<file path="config.mk">
export PLATFORM = sky130hd
export DESIGN_NAME = pam4_dfe_slicer_flat
export DESIGN_NICKNAME = d
export VERILOG_FILES = /design/src/rtl/pam4_dfe_slicer_if.sv /design/src/rtl/pam4_dfe_slicer.sv /design/src/flat_wrapper.sv
export SDC_FILE = /design/constraint.sdc
export NUM_CORES = 1
export LEC_CHECK = 0
export BUFFER_PORTS_ARGS = -buffer_cell sky130_fd_sc_hd__buf_2
export CAP_MARGIN = 20
export CORE_MARGIN = 2
export CORE_UTILIZATION = 63
export DETAILED_ROUTE_END_ITERATION = 8
export PLACE_DENSITY = 0.83
export REMOVE_ABC_BUFFERS = 1
export SYNTH_ARGS = -nofsm -noshare
export SYNTH_HDL_FRONTEND = slang
export SYNTH_SLANG_ARGS = --single-unit
</file>
<file path="constraint.sdc">
create_clock -name clk -period 15.22 [get_ports clk]
set_input_delay 0.761 -clock clk [delete_from_list [all_inputs] [get_ports clk]]
set_output_delay 0.761 -clock clk [all_outputs]
set_load 0.05 [all_outputs]
</file>
<file path="src/rtl/pam4_dfe_slicer_if.sv">
// Sample/decision bus of the PAM-4 DFE slicer: equalizer inputs, tap control and
// registered decisions. The slave side is the slicer itself.
interface pam4_dfe_slicer_if #(
  parameter int SIGNAL_RESOLUTION = 8,
  parameter int DFE_TAPS          = 2,
  parameter int TAP_WIDTH         = 8
);
  logic signed [SIGNAL_RESOLUTION-1:0] signal_in;
  logic                                signal_in_valid;
  logic                                adapt_en;
  logic                                load_taps;
  logic [DFE_TAPS*TAP_WIDTH-1:0]       tap_init;
  logic [1:0]                          symbol_out;
  logic                                symbol_out_valid;
  logic signed [SIGNAL_RESOLUTION-1:0] eq_out;
  logic signed [SIGNAL_RESOLUTION-1:0] err_out;
  logic [DFE_TAPS*TAP_WIDTH-1:0]       taps_out;

  modport master (
    output signal_in, signal_in_valid, adapt_en, load_taps, tap_init,
    input  symbol_out, symbol_out_valid, eq_out, err_out, taps_out
  );
  modport slave (
    input  signal_in, signal_in_valid, adapt_en, load_taps, tap_init,
    output symbol_out, symbol_out_valid, eq_out, err_out, taps_out
  );
endinterface

</file>
<file path="src/rtl/pam4_dfe_slicer.sv">
// PAM-4 decision-feedback equalizer and slicer with sign-sign LMS tap adaptation.
// One sample per cycle, single-cycle feedback loop, results registered one cycle later.

module pam4_dfe_tap #(
  parameter int TW = 8,
  parameter int SR = 8
) (
  input  logic                  clk,
  input  logic                  rstn,
  input  logic signed [SR-1:0]  i_d,
  input  logic                  i_upd,
  input  logic                  i_epos,
  input  logic                  i_eneg,
  input  logic                  i_load,
  input  logic signed [TW-1:0]  i_init,
  output logic signed [TW-1:0]  o_tap,
  output logic signed [TW+SR-1:0] o_prod
);
  localparam int PW = TW + SR;
  localparam logic signed [TW-1:0] TMAX = {1'b0, {(TW-1){1'b1}}};
  localparam logic signed [TW-1:0] TMIN = {1'b1, {(TW-1){1'b0}}};

  logic signed [TW-1:0] r_tap;
  logic w_dpos, w_dneg, w_inc, w_dec;

  // sign(0)=0 on the history side keeps reset zeros from driving updates
  assign w_dneg = i_d[SR-1];
  assign w_dpos = !i_d[SR-1] && (i_d != '0);
  assign w_inc  = i_upd && ((i_epos && w_dpos) || (i_eneg && w_dneg)) && (r_tap != TMAX);
  assign w_dec  = i_upd && ((i_epos && w_dneg) || (i_eneg && w_dpos)) && (r_tap != TMIN);

  always_ff @(posedge clk or negedge rstn) begin
    if (!rstn)       r_tap <= '0;
    else if (i_load) r_tap <= i_init;
    else if (w_inc)  r_tap <= r_tap + TW'(1);
    else if (w_dec)  r_tap <= r_tap - TW'(1);
  end

  assign o_tap  = r_tap;
  assign o_prod = PW'(r_tap) * PW'(i_d);
endmodule

module pam4_dfe_slicer #(
  parameter int SIGNAL_RESOLUTION = 8,
  parameter int SYMBOL_SEPERATION = 56,
  parameter int DFE_TAPS          = 2,
  parameter int TAP_WIDTH         = 8,
  parameter int TAP_FRAC          = 6
) (
  input logic              clk,
  input logic              rstn,
  pam4_dfe_slicer_if.slave bus
);
  localparam int SR = SIGNAL_RESOLUTION;
  localparam int TW = TAP_WIDTH;
  localparam int PW = SR + TW;
  localparam int W  = SR + TW + $clog2(DFE_TAPS) + 2;
  localparam logic signed [W-1:0] SEP  = W'(SYMBOL_SEPERATION);
  localparam logic signed [W-1:0] SMAX = W'((1 << (SR-1)) - 1);
  localparam logic signed [W-1:0] SMIN = W'(-(1 << (SR-1)));

  function automatic logic signed [W-1:0] lvl(input logic [1:0] s);
    return W'((2 * int'(s) - 3) * SYMBOL_SEPERATION / 2);
  endfunction

  function automatic logic signed [SR-1:0] sat(input logic signed [W-1:0] v);
    if (v > SMAX)      return SMAX[SR-1:0];
    else if (v < SMIN) return SMIN[SR-1:0];
    else               return v[SR-1:0];
  endfunction

  logic signed [SR-1:0] r_hist [DFE_TAPS];
  logic signed [TW-1:0] w_tap  [DFE_TAPS];
  logic signed [PW-1:0] w_prod [DFE_TAPS];
  logic signed [W-1:0]  w_acc, w_fb, w_y, w_e, w_lvl;
  logic [1:0]           w_sym, r_sym;
  logic signed [SR-1:0] r_eq, r_err;
  logic                 r_vld, w_epos, w_eneg, w_upd;

  for (genvar k = 0; k < DFE_TAPS; k++) begin : g_tap
    pam4_dfe_tap #(.TW(TW), .SR(SR)) u_tap (
      .clk    (clk),
      .rstn   (rstn),
      .i_d    (r_hist[k]),
      .i_upd  (w_upd),
      .i_epos (w_epos),
      .i_eneg (w_eneg),
      .i_load (bus.load_taps),
      .i_init (bus.tap_init[k*TW +: TW]),
      .o_tap  (w_tap[k]),
      .o_prod (w_prod[k])
    );
    assign bus.taps_out[k*TW +: TW] = w_tap[k];
  end

  always_comb begin
    w_acc = '0;
    for (int k = 0; k < DFE_TAPS; k++) w_acc = w_acc + W'(w_prod[k]);
  end

  // floor shift, applied only after the full-precision sum
  assign w_fb = w_acc >>> TAP_FRAC;
  assign w_y  = W'($signed(bus.signal_in)) - w_fb;

  always_comb begin
    if (w_y < -SEP)   w_sym = 2'd0;
    else if (w_y[W-1]) w_sym = 2'd1;
    else if (w_y < SEP) w_sym = 2'd2;
    else              w_sym = 2'd3;
  end

  assign w_lvl  = lvl(w_sym);
  assign w_e    = w_y - w_lvl;
  assign w_epos = !w_e[W-1] && (w_e != '0);
  assign w_eneg = w_e[W-1];
  assign w_upd  = bus.signal_in_valid && bus.adapt_en && !bus.load_taps;

  always_ff @(posedge clk or negedge rstn) begin
    if (!rstn) begin
      r_sym <= '0;
      r_vld <= 1'b0;
      r_eq  <= '0;
      r_err <= '0;
      for (int k = 0; k < DFE_TAPS; k++) r_hist[k] <= '0;
    end else begin
      r_vld <= bus.signal_in_valid;
      if (bus.signal_in_valid) begin
        r_sym     <= w_sym;
        r_eq      <= sat(w_y);
        r_err     <= sat(w_e);
        r_hist[0] <= w_lvl[SR-1:0];
        for (int k = 1; k < DFE_TAPS; k++) r_hist[k] <= r_hist[k-1];
      end
    end
  end

  assign bus.symbol_out       = r_sym;
  assign bus.symbol_out_valid = r_vld;
  assign bus.eq_out           = r_eq;
  assign bus.err_out          = r_err;
endmodule

</file>
<file path="src/flat_wrapper.sv">
// flat-port wrapper written by rule: the top's interface ports become plain ports
module pam4_dfe_slicer_flat 
#(
  parameter int SIGNAL_RESOLUTION = 8,
  parameter int SYMBOL_SEPERATION = 56,
  parameter int DFE_TAPS          = 2,
  parameter int TAP_WIDTH         = 8,
  parameter int TAP_FRAC          = 6
)
  (clk, rstn, bus_signal_in, bus_signal_in_valid, bus_adapt_en, bus_load_taps, bus_tap_init, bus_symbol_out, bus_symbol_out_valid, bus_eq_out, bus_err_out, bus_taps_out);
  pam4_dfe_slicer_if #(.SIGNAL_RESOLUTION(SIGNAL_RESOLUTION), .DFE_TAPS(DFE_TAPS), .TAP_WIDTH(TAP_WIDTH)) bus_i ();
  input logic clk;
  input logic rstn;
  input wire logic [$bits(bus_i.signal_in)-1:0] bus_signal_in;
  input wire logic [$bits(bus_i.signal_in_valid)-1:0] bus_signal_in_valid;
  input wire logic [$bits(bus_i.adapt_en)-1:0] bus_adapt_en;
  input wire logic [$bits(bus_i.load_taps)-1:0] bus_load_taps;
  input wire logic [$bits(bus_i.tap_init)-1:0] bus_tap_init;
  output wire logic [$bits(bus_i.symbol_out)-1:0] bus_symbol_out;
  output wire logic [$bits(bus_i.symbol_out_valid)-1:0] bus_symbol_out_valid;
  output wire logic [$bits(bus_i.eq_out)-1:0] bus_eq_out;
  output wire logic [$bits(bus_i.err_out)-1:0] bus_err_out;
  output wire logic [$bits(bus_i.taps_out)-1:0] bus_taps_out;
  assign bus_i.signal_in = bus_signal_in;
  assign bus_i.signal_in_valid = bus_signal_in_valid;
  assign bus_i.adapt_en = bus_adapt_en;
  assign bus_i.load_taps = bus_load_taps;
  assign bus_i.tap_init = bus_tap_init;
  assign bus_symbol_out = bus_i.symbol_out;
  assign bus_symbol_out_valid = bus_i.symbol_out_valid;
  assign bus_eq_out = bus_i.eq_out;
  assign bus_err_out = bus_i.err_out;
  assign bus_taps_out = bus_i.taps_out;
  pam4_dfe_slicer #(.SIGNAL_RESOLUTION(SIGNAL_RESOLUTION), .SYMBOL_SEPERATION(SYMBOL_SEPERATION), .DFE_TAPS(DFE_TAPS), .TAP_WIDTH(TAP_WIDTH), .TAP_FRAC(TAP_FRAC)) u_core (.clk(clk), .rstn(rstn), .bus(bus_i));
endmodule
</file>
# Yosys cells after proc, flatten, opt, wreduce, memory -nomap -nowiden
# Index checks and enable logic that the tools add are counted.
[word_totals]
reg_bits = 47
word_cells = 76
[classes]
n_lt_le_gt_ge = 6
multipliers = 3
addsub = 8
n_mux = 13
eq_ne = 4
reduce_logical = 34
[ops]
columns = ["cell", "count"]
rows = [
  ["$mux W8", 10],
  ["$gt A19 B8 Y1 const B", 2],
  ["$lt A19 B7 Y1 const B", 2],
  ["$lt A19 B8 Y1 const B", 2],
  ["$mul A32 B4 Y17 const B", 1],
  ["$ne A8 B8 Y1 const B", 4],
  ["$mul A8 B6 Y14", 2],
  ["$logic_and A1 B1 Y1", 21],
  ["$reduce_bool A19 Y1", 1],
  ["$sub A19 B19 Y19", 1],
  ["$add A16 B16 Y17", 1],
  ["$add A8 B2 Y8 const B", 2],
  ["$reduce_bool A8 Y1", 2],
  ["$sub A8 B2 Y8 const B", 2],
  ["$sub A8 B11 Y12", 1],
  ["$reduce_bool A3 Y1", 2],
  ["$logic_not A1 Y1", 4],
  ["$logic_or A1 B1 Y1", 4],
  ["$mux W2", 2],
  ["$sub A3 B2 Y4 const B", 1],
  ["$mux W1", 1],
]

# Longest topological paths before layout
# Gate-level depths: netlist of run 1.
[depth]
ltp_word = 19
ltp_mapped = 52

# Hierarchy
# A second synthesis of run 1 with hierarchy kept.
[hier_totals]
cells_unflattened = 1066
area_unflattened_um2 = 9399.0
[modules_own_cells]
columns = ["mod", "cells_per_inst", "n_inst", "area_each_um2"]
rows = [
  ["pam4_dfe_tap at u_core.g_tap[1].u_tap", 375, 1, 3306.9],
  ["pam4_dfe_tap at u_core.g_tap[0].u_tap", 374, 1, 3303.2],
  ["pam4_dfe_slicer", 317, 1, 2788.9],
]

# Worst setup path before layout of run 1
# Ideal clock, no wire load.
[synth_path]
kind = "register -> register"
from = "register u_core.g_tap[1].u_tap.r_tap[1]"
to = "register u_core.g_tap[0].u_tap.r_tap[7]"
setup_ps = 90
setup_slack_ps = 2612
synth_period_minus_slack_ps = 12608
n_path_buf = 1
stages_incl_launch_ff = 51
t_required_ps = 15130
arrival_ps = 12518
cell_sequence = "dfrtp_1 clkbuf_1 nand2_1 fa_1 fa_1 inv_1 fa_1 fa_1 inv_1 fa_1 nor2b_1 o21ai_0 a21boi_0 nor2_1 ha_1 o21a_1 o21ai_0 a21oi_1 [... 15 more ...] nand3_1 a21oi_1 fa_1 or4b_1 mux2_2 a2111o_1 nor4b_4 o22ai_4 clkinv_4 ha_1 a21o_1 a21oi_1 o21bai_1 a21oi_1 o21ai_0 nand2b_1 mux2_1 o2111ai_1"
[synth_via]
elab_chain_len = 18
elab_cells_between_ends = 27
classes_between = "add/sub: 4; mul: 2; order compare: 2; mux: 5; reduce/logical: 14"
[synth_rtl]
columns = ["element", "line", "text"]
rows = [
  ["start, declared", "pam4_dfe_slicer.sv:23", "logic signed [TW-1:0] r_tap;"],
  ["start signal, assigned", "pam4_dfe_slicer.sv:34", "else if (i_load) r_tap <= i_init;"],
  ["start signal, assigned", "pam4_dfe_slicer.sv:35", "else if (w_inc) r_tap <= r_tap + TW'(1);"],
  ["start signal, assigned", "pam4_dfe_slicer.sv:36", "else if (w_dec) r_tap <= r_tap - TW'(1);"],
  ["$mul A8 B6 Y14 *", "pam4_dfe_slicer.sv:40", "assign o_prod = PW'(r_tap) * PW'(i_d);"],
  ["$add A16 B16 Y17 *", "pam4_dfe_slicer.sv:98", "for (int k = 0; k < DFE_TAPS; k++) w_acc = w_acc + W'(w_prod[k]);"],
  ["$sub A8 B11 Y12 *", "pam4_dfe_slicer.sv:103", "assign w_y = W'($signed(bus.signal_in)) - w_fb;"],
  ["$lt A19 B7 Y1", "pam4_dfe_slicer.sv:108", "else if (w_y < SEP) w_sym = 2'd2;"],
  ["$mux W1", "pam4_dfe_slicer.sv:108", ""],
  ["$mux W2", "pam4_dfe_slicer.sv:107", "else if (w_y[W-1]) w_sym = 2'd1;"],
  ["$mux W2 *", "pam4_dfe_slicer.sv:106", "if (w_y < -SEP) w_sym = 2'd0;"],
  ["$sub A3 B2 Y4 *", "pam4_dfe_slicer.sv:63", "return W'((2 * int'(s) - 3) * SYMBOL_SEPERATION / 2);"],
  ["[... 1 more ...]", "n/a", ""],
  ["named net u_core.w_lvl[6]", "pam4_dfe_slicer.sv:75", "logic signed [W-1:0] w_acc, w_fb, w_y, w_e, w_lvl;"],
  ["$sub A19 B19 Y19 *", "pam4_dfe_slicer.sv:113", "assign w_e = w_y - w_lvl;"],
  ["$reduce_bool A19 Y1 or $logic_not A1 Y1 (tied branches)", "pam4_dfe_slicer.sv:114", "assign w_epos = !w_e[W-1] && (w_e != '0);"],
  ["$logic_and A1 B1 Y1", "pam4_dfe_slicer.sv:114", ""],
  ["$logic_and A1 B1 Y1", "pam4_dfe_slicer.sv:29", "assign w_inc = i_upd && ((i_epos && w_dpos) || (i_eneg && w_dneg)) && (r_tap != TMAX);"],
  ["$logic_or A1 B1 Y1", "pam4_dfe_slicer.sv:29", ""],
  ["$logic_and A1 B1 Y1 (2 in a row)", "pam4_dfe_slicer.sv:29", ""],
  ["$mux W8", "pam4_dfe_slicer.sv:35", ""],
  ["$mux W8", "pam4_dfe_slicer.sv:34", ""],
  ["end signal, assigned", "pam4_dfe_slicer.sv:34", ""],
  ["end signal, assigned", "pam4_dfe_slicer.sv:35", ""],
  ["end signal, assigned", "pam4_dfe_slicer.sv:36", ""],
  ["end, declared", "pam4_dfe_slicer.sv:23", ""],
]
# The timed path passes the listed nets; every way through them passes the cells marked *.
# A chain may end at the register's enable or synchronous reset.

# Worst setup path in the final report of run 1
[layout_path]
from = "register u_core.g_tap[1].u_tap.r_tap[0]"
to = "register u_core.g_tap[0].u_tap.r_tap[7]"
# Same word-level chain as after synthesis.

==> results.ini, run 1 <==
[sta]
whs_ns = 0.4597
fin_crit_ns = 13.42
tns_ns = 0
finalHoldViolations = 0
relSlewSlack_pct = 39.61
maxSlewViolCount = 0
max_freq_mhz = 74.51
rsz0062_at_grt = no
skew_ns = 0.006024
tightest_slew_ns = 0.8945
fin_crit_sh_pct = 88.18
finalSetupViolations = 0

[cts]
cts_max_level = 2
cts_buffer_depth = 2
cts_resized = 0
clock_latency_ns = 0.30
clock-root-buffer = clkbuf_16
cts_tree = built
cts_setup_buffers = 0
hold_buffers = 0
clk_pin_slew_ns = 0.07
numCtsBuffers = 5
clock-sinks = 43

[run]
maxCapViolations = 0

[logic_synthesis]
ys_top_cells_by_count = inv_1, ha_1, fa_1
synth_top_area_share_pct = 19.13
synthDistinctLibCells = 74
ys.flop_type = dfrtp_1
yosysTopAreaCell = fa_1
synthTopCellsByArea = fa_1, ha_1, dfrtp_1
yosysSeqAreaShare_pct = 14.09
syn_area_um2 = 7637
synth_edf_count = 0
avgSynthCellArea_um2 = 8.728
syn_inst = 875
yosys_warnings = 0
ys_seq_elements = 43
async_flop_share_pct = 100.0
synthMostInstantiatedCell = inv_1

[setup_path]
crit_family = adder cells
worstPathMaxFanout = 15
crit_slowest_cell = nor4b_4
crit_required_ns = 15.43
max_stage_delay_ns = 0.63
startpoint = u_core.g_tap[1].u_tap.o_tap[0]$_DFFE_PN0P_
crit_buf_inv = 5
r2r_setup_slack_ns = 1.80
worst_path_most_repeated_cell = fa_1
endpoint_kind = flip-flop
crit_arrival_ns = 13.63
r2r-start = u_core.g_tap[1].u_tap.o_tap[0]$_DFFE_PN0P_
path_class = reg -> reg
startpoint_type = flip-flop

[grt]
grt_overflow = 0
antenna_found_initial = 0
grt_pass1_wl_um = 28420
grt_start_max_net_pins = 44
grt_pass1_vias = 5991
grt_usage_pct = 26.81

[placement]
place_congestion = 0.9155
port_buffers = 63
hpwlAfterDp_um = 13250
place_area_um2 = 8001

[run_status]
outcome = completed

[worst_hold_path]
worstHoldPathType = in -> async

[die]
start_util_pct = 64.12
die_x_um = 114.1
die_h_um = 114.1
io_pins = 64
die_area_um2 = 13020
rows = 40
core-area_um2 = 11910

[drt]
drtIter0Drc = 468
routed_wl_um = 16630
vias = 6262
first_pass_iters = 5
antenna_left = 0
wl_per_cell_um = 15.67
vias_per_cell = 5.902
drc = 0

[cells_and_area]
fin_area_um2 = 8170
diodes = 0
syn_to_final_growth_pct = 6.979
final_nets = 1114
nFillCells = 989
drive_gt1_share_pct = 11.49

==> registers in the layout, indices dropped and copies added (netlist names) <==
register	cells
u_core.bus.eq_out	8
u_core.bus.err_out	8
u_core.bus.symbol_out	1
u_core.bus.symbol_out_valid	1
u_core.g_tap.u_tap.o_tap	16
u_core.r_hist	9
==> cell usage in the layout, fill, tap and decap left out, types with 16 or more instances in the layout <==
| master | synthesis | final |
|---|---|---|
| nand2_1 | 56 | 56 |
| and2_1 | 58 | 58 |
| inv_1 | 102 | 102 |
| a21oi_1 | 41 | 41 |
| nand2b_1 | 17 | 17 |
| o21ai_0 | 36 | 36 |
| nor2_1 | 53 | 53 |
| xnor2_1 | 37 | 37 |
| fa_1 | 73 | 73 |
| nand3_1 | 16 | 16 |
| dfrtp_1 | 43 | 43 |
| buf_2 | 0 | 63 |
| ha_1 | 99 | 99 |
==> cell families (layout without fill, tap and decap cells) <==
family | Yosys count | count (layout) | share of synthesized area (%)
AND/OR/NAND/NOR | 270 | 270 | 19.07
flip-flops | 43 | 43 | 14.09
multiplexers | 11 | 11 | 1.589
XOR/XNOR | 51 | 51 | 5.947
adder cells (fa/ha/maj) | 172 | 172 | 35.35
AO/OA/AOI/OAI | 188 | 188 | 16.69
buffers and inverters | 140 | 179 | 7.258
==> layer usage <==
layer  up-vias  GRT usage [%]  part of all wire, %
met3        20          2.276                  4.1
li1       3064              -                    -
met1      3003          39.68                   47
met2       175          41.83                   46
met4         0          8.862                  2.2
met5         -              0                    0
==> metrics by stage <==
| step | std cells | setup WS, ns | util, % |
|---|---|---|---|
| after floorplan | 840 | 2.716 | - |
| after global placement | 1052 | 2.364 | 67.17 |
| after detailed placement | 1052 | 1.895 | 67.17 |
| after CTS | 1060 | 1.851 | 68.36 |
| after global routing | 1061 | 0.8934 | 68.59 |
| final | 1061 | 1.799 | 68.59 |
==> worst paths after layout <==
kind | cells past startpoint | end
min reg2reg | 1 | u_core.bus.eq_out[7]$_DFFE_PN0P_
max in group asynchronous | 2 | u_core.r_hist[3]$_DFFE_PN0P_
max reg2reg | 49 | u_core.g_tap[0].u_tap.o_tap[7]$_DFFE_PN0P_
min in group clk | 1 | u_core.bus.eq_out[7]$_DFFE_PN0P_
max | 49 | u_core.g_tap[0].u_tap.o_tap[7]$_DFFE_PN0P_
min | 1 | u_core.g_tap[1].u_tap.o_tap[4]$_DFFE_PN0P_
==> cell type report <==
cell class | instances | area, um^2 | share of cell area (%)
multi-input cells | 692 | 6007 | 73.52
flip-flops and latches | 43 | 1076 | 13.17
inverters | 105 | 404.1 | 4.946
repair buffers | 66 | 357.8 | 4.380
well taps | 147 | 183.9 | 2.251
clock buffers | 6 | 128.9 | 1.577
clock inverters | 2 | 12.51 | 0.1531
Power of run 1 is not shown: default switching activity piles up to over one toggle a cycle in this logic, so the estimate is an artifact.
==> inputs of run 2 (changes only) <==
--- a/config.mk
+++ b/config.mk
@@ -8,9 +8,9 @@
 export BUFFER_PORTS_ARGS = -buffer_cell sky130_fd_sc_hd__buf_2
 export CAP_MARGIN = 20
 export CORE_MARGIN = 2
-export CORE_UTILIZATION = 63
+export CORE_UTILIZATION = 65
 export DETAILED_ROUTE_END_ITERATION = 8
-export PLACE_DENSITY = 0.83
+export PLACE_DENSITY = 0.94
 export REMOVE_ABC_BUFFERS = 1
 export SYNTH_ARGS = -nofsm -noshare
 export SYNTH_HDL_FRONTEND = slang
==> constraint.sdc (replaced) <==
create_clock -name clk -period 15.5 [get_ports clk]
set_input_delay 0.775 -clock clk [delete_from_list [all_inputs] [get_ports clk]]
set_output_delay 0.775 -clock clk [all_outputs]
set_load 0.05 [all_outputs]
==> run 2 against run 1 <==
Compared with the run above:
- flip-flop and latch count stayed put
- final cell count is 0.47% lower
- critical endpoint unchanged
- via count is 6.1% higher
- register-to-register slack worse by 0.45 ns
- routed wire length is 11% higher
- count of clock-buffer cells in the layout stayed put
==> results.ini, run 2 (synthesis results as in run 1) <==
[placement]
port_buffers = 63  ; unchanged
place_inst = 1047  ; -0.48%
place_congestion = 0.9180  ; +0.27%
hpwlAfterDp_um = 13880  ; +4.8%

[die]
rows = 39  ; -2.5%
die_h_um = 112.4  ; -1.5%
die_area_um2 = 12630  ; -3.0%
io_pins = 64  ; unchanged
core-area_um2 = 11420  ; -4.1%
start_util_pct = 66.89  ; +2.8 points
die_x_um = 112.4  ; -1.5%

[grt]
grt_pass1_wl_um = 31350  ; +10%
grt_overflow = 0  ; unchanged
grt_usage_pct = 30.14  ; +3.3 points
grt_pass1_vias = 6693  ; +12%
antenna_found_initial = 0  ; unchanged
grt_start_max_net_pins = 44  ; unchanged

[setup_path]
max_stage_delay_ns = 0.89  ; +0.26 ns
endpoint_kind = flip-flop
reg2reg_depth = 49  ; unchanged
r2r-start = u_core.g_tap[1].u_tap.o_tap[0]$_DFFE_PN0P_
r2r_end = u_core.g_tap[0].u_tap.o_tap[7]$_DFFE_PN0P_
worst_path_most_repeated_cell = fa_1
path_class = reg -> reg
worstPathMaxFanout = 15  ; unchanged
crit_required_ns = 15.71  ; +0.28 ns
startpoint_type = flip-flop
crit_slowest_cell = a31oi_1
crit_arrival_ns = 14.36  ; +0.73 ns
r2r_setup_slack_ns = 1.35  ; -0.45 ns

[drt]
drc = 0  ; unchanged
drtIter0Drc = 546  ; +17%
antenna_left = 0  ; unchanged
dr_wl_met2_um = 9263  ; +20%
dr_wl_met3_um = 1250  ; +85%
vias_per_cell = 6.289  ; +6.6%
highest_layer = met4
wl_per_cell_um = 17.52  ; +12%
vias = 6641  ; +6.1%
routedLengthMet1_um = 7424  ; -5.5%
routed_wl_um = 18500  ; +11%
first_pass_iters = 7  ; +2

[cts]
cts_buffer_depth = 2  ; unchanged
clock-sinks = 43  ; unchanged
cts_max_level = 2  ; unchanged
numCtsBuffers = 5  ; unchanged
clk_pin_slew_ns = 0.07  ; about the same
cts_setup_buffers = 0  ; unchanged
clock-root-buffer = clkbuf_16
clock_latency_ns = 0.29  ; about the same
hold_buffers = 0  ; unchanged
cts_tree = built
cts_resized = 0  ; unchanged

[run_status]
outcome = completed

[cells_and_area]
layout_commonest_cell = inv_1
syn_to_final_growth_pct = 7.438
drive_gt1_share_pct = 11.39  ; -0.097 points
largest_reg_flops = 16  ; unchanged
layout.cells.non_filler = 1056  ; -0.47%
nFillCells = 809  ; -18%
final_cell_mix = inv_1, ha_1, fa_1, buf_2, and2_1
diodes = 0  ; unchanged
final_nets = 1113  ; -0.090%

[sta]
fin_crit_sh_pct = 91.31  ; +3.1 points
skew_ns = 0.008964  ; +0.002941 ns
tns_ns = 0  ; unchanged
maxSlewViolCount = 0  ; unchanged
finalHoldViolations = 0  ; unchanged
tightest_slew_ns = 1.094  ; +0.1995 ns
rsz0062_at_grt = no
finalSetupViolations = 0  ; unchanged
relSlewSlack_pct = 26.73  ; -13 points
max_freq_mhz = 70.66  ; -5.2%
fin_crit_ns = 14.15  ; +0.7318 ns

[run]
maxCapViolations = 0  ; unchanged

[worst_hold_path]
worstHoldPathType = in -> async

## run 2: cell types whose count changed in the layout (fill, tap and decap cells not counted)
| cell | change |
|---|---|
| clkinv_2 | -1 |
| clkinvlp_4 | -1 |
| buf_4 | -1 |
| bufinv_16 | +2 |
## run 2: worst max-delay path by stage
stage	startpoint	slack, ns	cells past startpoint	end
finish	u_core.g_tap[1].u_tap.o_tap[0]$_DFFE_PN0P_	1.35	49	u_core.g_tap[0].u_tap.o_tap[7]$_DFFE_PN0P_
floorplan	u_core.g_tap[1].u_tap.o_tap[1]$_DFFE_PN0P_	3.00	49	u_core.g_tap[0].u_tap.o_tap[7]$_DFFE_PN0P_
global placement	u_core.g_tap[1].u_tap.o_tap[0]$_DFFE_PN0P_	2.40	49	u_core.g_tap[0].u_tap.o_tap[7]$_DFFE_PN0P_
CTS	u_core.g_tap[1].u_tap.o_tap[0]$_DFFE_PN0P_	1.65	49	u_core.g_tap[0].u_tap.o_tap[7]$_DFFE_PN0P_
detailed placement	u_core.g_tap[1].u_tap.o_tap[0]$_DFFE_PN0P_	1.90	49	u_core.g_tap[0].u_tap.o_tap[7]$_DFFE_PN0P_
global route	u_core.g_tap[1].u_tap.o_tap[0]$_DFFE_PN0P_	0.74	50	u_core.g_tap[0].u_tap.o_tap[7]$_DFFE_PN0P_
## run 2: stage by stage
stage / hold slack, ns / util, % / area [um^2] / setup WS, ns
2_1_floorplan: 0.4794 / - / 7487 / 2.996
3_3_place_gp: 0.4812 / 69.96 / 7989 / 2.398
3_5_place_dp: 0.4931 / 69.96 / 7989 / 1.899
4_1_cts: 0.5067 / 71.62 / 8178 / 1.655
5_1_grt: 0.5107 / 71.86 / 8205 / 0.7385
6_report: 0.4648 / 71.86 / 8205 / 1.347
## run 2: worst max-delay path: cells and delay by family, from the launching register on
kind | cells | cell delay (ns)
fa+ha+maj | 10 | 4.65
mux | 2 | 0.56
compound gates | 22 | 4.93
simple gates | 10 | 2.64
flops | 1 | 0.53
buf+inv | 5 | 0.74
## run 2: routing by layer
metal | GRT usage [%] | vias to the layer above
li1 | - | 3070
met1 | 39.03 | 3187
met2 | 52.33 | 334
met3 | 3.672 | 50
met4 | 10.81 | 0
met5 | 0 | -
## run 2: area by class of cell
cell class / instances / area (um^2) / area share (%)
clock inverter: 2 / 60.06 / 0.7319
clock buffer: 6 / 128.9 / 1.571
sequential: 43 / 1076 / 13.11
timing repair buffer: 65 / 350.3 / 4.270
inverter: 105 / 404.1 / 4.925
tap: 143 / 178.9 / 2.181
multi-input combinational: 692 / 6007 / 73.21
Power of run 2 is left out for the same reason.
